==> config.mk <==
export PLATFORM = sky130hd
export DESIGN_NAME = adder_mc_seq
export DESIGN_NICKNAME = d
export VERILOG_FILES = /design/src/rtl/adder_mc_seq.sv
export SDC_FILE = /design/constraint.sdc
export NUM_CORES = 1
export LEC_CHECK = 0
export ABC_AREA = 1
export BUFFER_PORTS_ARGS = -buffer_cell sky130_fd_sc_hd__buf_4
export CAP_MARGIN = 10
export CORE_UTILIZATION = 35
export DETAILED_ROUTE_END_ITERATION = 12
export GPL_ROUTABILITY_DRIVEN = 0
export HOLD_SLACK_MARGIN = 0.03
export SYNTH_ARGS = -nofsm -noshare
export SYNTH_HDL_FRONTEND = slang
export SYNTH_SLANG_ARGS = --single-unit
==> constraint.sdc <==
create_clock -name clk -period 1.59 [get_ports clk]
set_input_delay 0.318 -clock clk [delete_from_list [all_inputs] [get_ports clk]]
set_output_delay 0.318 -clock clk [all_outputs]
set_load 0.01 [all_outputs]
==> src/rtl/adder_mc_seq.sv <==
// Multicycle wrapper around a combinational ripple-carry adder: registers operands,
// waits SETTLE_CYCLES edges for the carry chain, then hands the sum downstream.
module adder_mc_seq #(
    parameter int unsigned SETTLE_CYCLES = 3
) (
    input  logic       clk,
    input  logic       reset_n,
    input  logic       in_valid,
    output logic       in_ready,
    input  logic [7:0] in_A,
    input  logic [7:0] in_B,
    output logic [7:0] adder_A,
    output logic [7:0] adder_B,
    input  logic [8:0] adder_S,
    output logic       out_valid,
    input  logic       out_ready,
    output logic [8:0] out_S,
    output logic       out_carry,
    output logic [7:0] op_count
);

    typedef enum logic [1:0] {
        IDLE   = 2'd0,
        SETTLE = 2'd1,
        HOLD   = 2'd2
    } state_t;

    localparam logic [3:0] CNT_INIT = 4'(SETTLE_CYCLES - 1);

    state_t     state_q, state_d;
    logic [3:0] cnt_q, cnt_d;
    logic [7:0] a_q, a_d;
    logic [7:0] b_q, b_d;
    logic [8:0] s_q, s_d;
    logic       ov_q, ov_d;
    logic [7:0] cnt_ops_q, cnt_ops_d;

    always_ff @(posedge clk or negedge reset_n) begin
        if (!reset_n) begin
            state_q   <= IDLE;
            cnt_q     <= 4'd0;
            a_q       <= 8'd0;
            b_q       <= 8'd0;
            s_q       <= 9'd0;
            ov_q      <= 1'b0;
            cnt_ops_q <= 8'd0;
        end else begin
            state_q   <= state_d;
            cnt_q     <= cnt_d;
            a_q       <= a_d;
            b_q       <= b_d;
            s_q       <= s_d;
            ov_q      <= ov_d;
            cnt_ops_q <= cnt_ops_d;
        end
    end

    always_comb begin
        state_d   = state_q;
        cnt_d     = cnt_q;
        a_d       = a_q;
        b_d       = b_q;
        s_d       = s_q;
        ov_d      = ov_q;
        cnt_ops_d = cnt_ops_q;
        unique case (state_q)
            IDLE: begin
                if (in_valid) begin
                    a_d     = in_A;
                    b_d     = in_B;
                    cnt_d   = CNT_INIT;
                    state_d = SETTLE;
                end
            end
            SETTLE: begin
                // Sample only once the carry chain has had its full window.
                if (cnt_q == 4'd0) begin
                    s_d     = adder_S;
                    ov_d    = 1'b1;
                    state_d = HOLD;
                end else begin
                    cnt_d = cnt_q - 4'd1;
                end
            end
            HOLD: begin
                if (out_ready) begin
                    ov_d      = 1'b0;
                    cnt_ops_d = cnt_ops_q + 8'd1;
                    state_d   = IDLE;
                end
            end
            default: begin
                state_d = IDLE;
            end
        endcase
    end

    assign in_ready  = reset_n & (state_q == IDLE);
    assign adder_A   = a_q;
    assign adder_B   = b_q;
    assign out_valid = ov_q;
    assign out_S     = s_q;
    assign out_carry = s_q[8];
    assign op_count  = cnt_ops_q;

endmodule
==> summary.txt <==
Run status
  • Outcome: finished clean

Floorplan
  • Rows: 25
  • IO Pins: 65
  • Die ar.: around 5400 um2
  • Initial Util: 0.373
  • Core area: 4820 um2
  • Die extent in y: 73.7 um
  • Die Width: 73.7 um

Power
  • NetSw: about 1.7 mW
  • Power density cells: 1800 nW/um2
  • Seq pwr share: 0.403
  • Total internal power: 2.70 mW
  • Clock power frac: 0.156
  • Switching Fraction: 0.380
  • Lkg Pwr: 1.31 nW
  • Comb pwr share: 0.441
  • VDD IR max: 0.000785 V

Logic synthesis
  • Synthesized cell area: roughly 1800 um2
  • Main synth FF type: dfrtp_1
  • Library cells used by synthesis: 24
  • Top cell type's share of synthesized area: 0.557
  • Area contributors post-synth: dfrtp_1 (56%), nand2_1 (12%), o21ai_0 (4.7%)
  • #FFs+latches synth: 40
  • Post-synthesis sequential area ratio: 0.557
  • Cells after Synth: roughly 190
  • Mapped Nets: 224
  • Share of flip-flops with an asynchronous set or reset: 1.00
  • Cell with the most instances after synthesis: nand2_1
  • Number of synthesized flops with an enable pin: 0
  • Yosys warns: 0
  • Avg Synthesized Cell Area: 9.36 um2
  • Synth top cells by count: nand2_1 (57), dfrtp_1 (40), inv_1 (22)
  • Synth area leader: dfrtp_1

Detailed routing
  • Final WL: 3570 um
  • Vias per cell: 4.36
  • Drt initial violations: 92
  • Vias: 1427
  • Routed Antenna Nets: 0
  • Drt first pass iters: 5
  • Routed len/inst: 10.9 um
  • DRC: 0

Clock network
  • CTS Root Cell: clkbuf_8
  • H-tree Lvls: 2
  • Hold_buf cts: 0
  • CTS tree: yes
  • Clock Sinks: 40
  • CTS max path bufs: 2
  • Buffer count from post-CTS setup fixing: 0
  • Inserted Clock Buffers: 5
  • Clk_lat worst skew: 0.28 ns
  • Post-CTS Resized: 0
  • Clk slew on worst S/H paths: 0.07 ns

Timing
  • Final Max Slew Viols: 0
  • Max Fclk: 689 MHz
  • RSZ-0062 raised after global routing: no
  • Final setup fails: 0
  • Setup TNS: 0 ns
  • Hold slack: 0.0960 ns
  • Clk_skew: 0.00327 ns
  • Fin. Hold Viols: 0
  • Final period utilization: 0.913
  • Slew HR: 0.661
  • Crit path time final: 1.45 ns
  • Actual slew at the worst max-slew pin: 0.509 ns

Placement
  • Detailed Place HPWL: 2580 um
  • Port Buf Inserts: 64

Worst setup path
  • R2R Path End: state_q[1]$_DFFE_PN0P_
  • Worst EP required: 1.27 ns
  • Crit. Startpoint: state_q[1]$_DFFE_PN0P_
  • R2R Setup Slk: ~0.2 ns
  • Worst R2R Start: cnt_q[0]$_DFFE_PN0P_
  • CP startpoint kind: flop
  • Nature of the critical path endpoint: primary output
  • Worst Reg-to-Reg Cells: 6
  • WS Path Type: reg -> out
  • Critical Path Slowest Stage Cell: dfrtp_1
  • Slowest stage delay, CP: 0.47 ns
  • Crit path DAT: 1.13 ns
  • Cells along the critical path: nor3b_1 > buf_4
  • Critical path peak fanout: 4

Cells and area
  • # diodes: 0
  • Post-layout net count: 291
  • Share of cells above drive strength 1: 0.331
  • Layout overhead on the synthesized area: 34.7%

Global routing
  • First-pass GRT wire length: 6040 um
  • Total grt overflow: 0
  • Initial antenna violation count: 0
  • Largest net degree at the start of global routing: 41
  • Vias in the first global route: 1417
  • Gr usage total: 0.145

Min path
  • Hold Crit Class: in -> async

Run
  • Max-cap violation count: 0
[per-layer routing]
| layer | part of all wire | vias up | global-route usage |
|---|---|---|---|
| li1 | - | 731 | - |
| met1 | 0.45 | 646 | 0.185 |
| met2 | 0.48 | 46 | 0.231 |
| met5 | 0 | - | 0 |
| met3 | 0.064 | 4 | 0.0480 |
| met4 | 0.010 | 0 | 0.0513 |
[sequential cells by signal (all words and copies together), names as in the netlist]
register   cells
out_valid      1
adder_A        8
adder_B        8
op_count       8
out_S          9
cnt_q          4
state_q        2
[cell usage in the layout (no fill, tap or decap), drive strengths merged]
cell / netlist / layout
nand3b: 1 / 1
nor3b: 1 / 1
xnor2: 2 / 2
xor2: 3 / 3
nand3: 18 / 18
ha: 3 / 3
dfrtp: 40 / 40
nand2: 60 / 60
nor2: 9 / 9
o21ai: 19 / 19
buf: 7 / 67
o31ai: 1 / 1
clkbuf: 0 / 8
nand4: 3 / 3
inv: 25 / 25
[power groups by stage]
stage / Clock (mW) / Combinational [mW] / Sequential (mW)
floorplan: 0 / 1.02 / 1.90
global placement: 0 / 1.91 / 1.78
detailed placement: 0 / 1.96 / 1.77
CTS: 0.708 / 1.96 / 1.76
global route: 0.737 / 2.18 / 1.81
finish: 0.681 / 1.92 / 1.76
[area by class of cell]
| cell class | instances | area [um2] |
|---|---|---|
| clock buffer | 8 | 90.1 |
| sequential | 40 | 1000 |
| inverter | 25 | 93.8 |
| timing repair buffer | 67 | 515 |
| multi-input combinational | 120 | 638 |
| fill | 478 | 2390 |
| tap | 67 | 83.8 |
[worst max-delay path by stage]
| stage | endpoint | slack (ns) | cells after the start |
|---|---|---|---|
| after global routing | out_S[8]$_DFFE_PN0P_ | 0.02 | 7 |
| after global placement | state_q[1]$_DFFE_PN0P_ | 0.26 | 6 |
| after detailed placement | state_q[1]$_DFFE_PN0P_ | 0.20 | 6 |
| after floorplan | out_S[8]$_DFFE_PN0P_ | 0.38 | 7 |
| final | in_ready | 0.14 | 2 |
| after CTS | in_ready | 0.10 | 2 |
[critical path: cells and delay by family (launching register included)]
family                 cells  cell delay [ns]
flip-flops                 1             0.47
AND/OR/NAND/NOR            1             0.22
buffers and inverters      1             0.15
[cell families after synthesis]
group | count (synthesis) | share of synthesized area
DFF | 40 | 0.557
xor gates and xnor gates | 5 | 0.0244
and+or+nand+nor | 92 | 0.251
buffers and inverters | 32 | 0.0884
adders and majority gates | 3 | 0.0209
AOI/OAI and AO/OA | 20 | 0.0591
[through the flow]
step | power (mW) | utilization | cell area (um2) | std cells | setup slack (ns)
2_1_floorplan | 2.91 | - | 1800 | 192 | 0.376
3_3_place_gp | 3.69 | 0.484 | 2330 | 319 | 0.256
3_5_place_dp | 3.73 | 0.484 | 2330 | 319 | 0.205
4_1_cts | 4.43 | 0.503 | 2420 | 327 | 0.101
5_1_grt | 4.73 | 0.503 | 2420 | 327 | 0.0181
6_report | 4.36 | 0.503 | 2420 | 327 | 0.139
(Power assumes the default switching activity.)
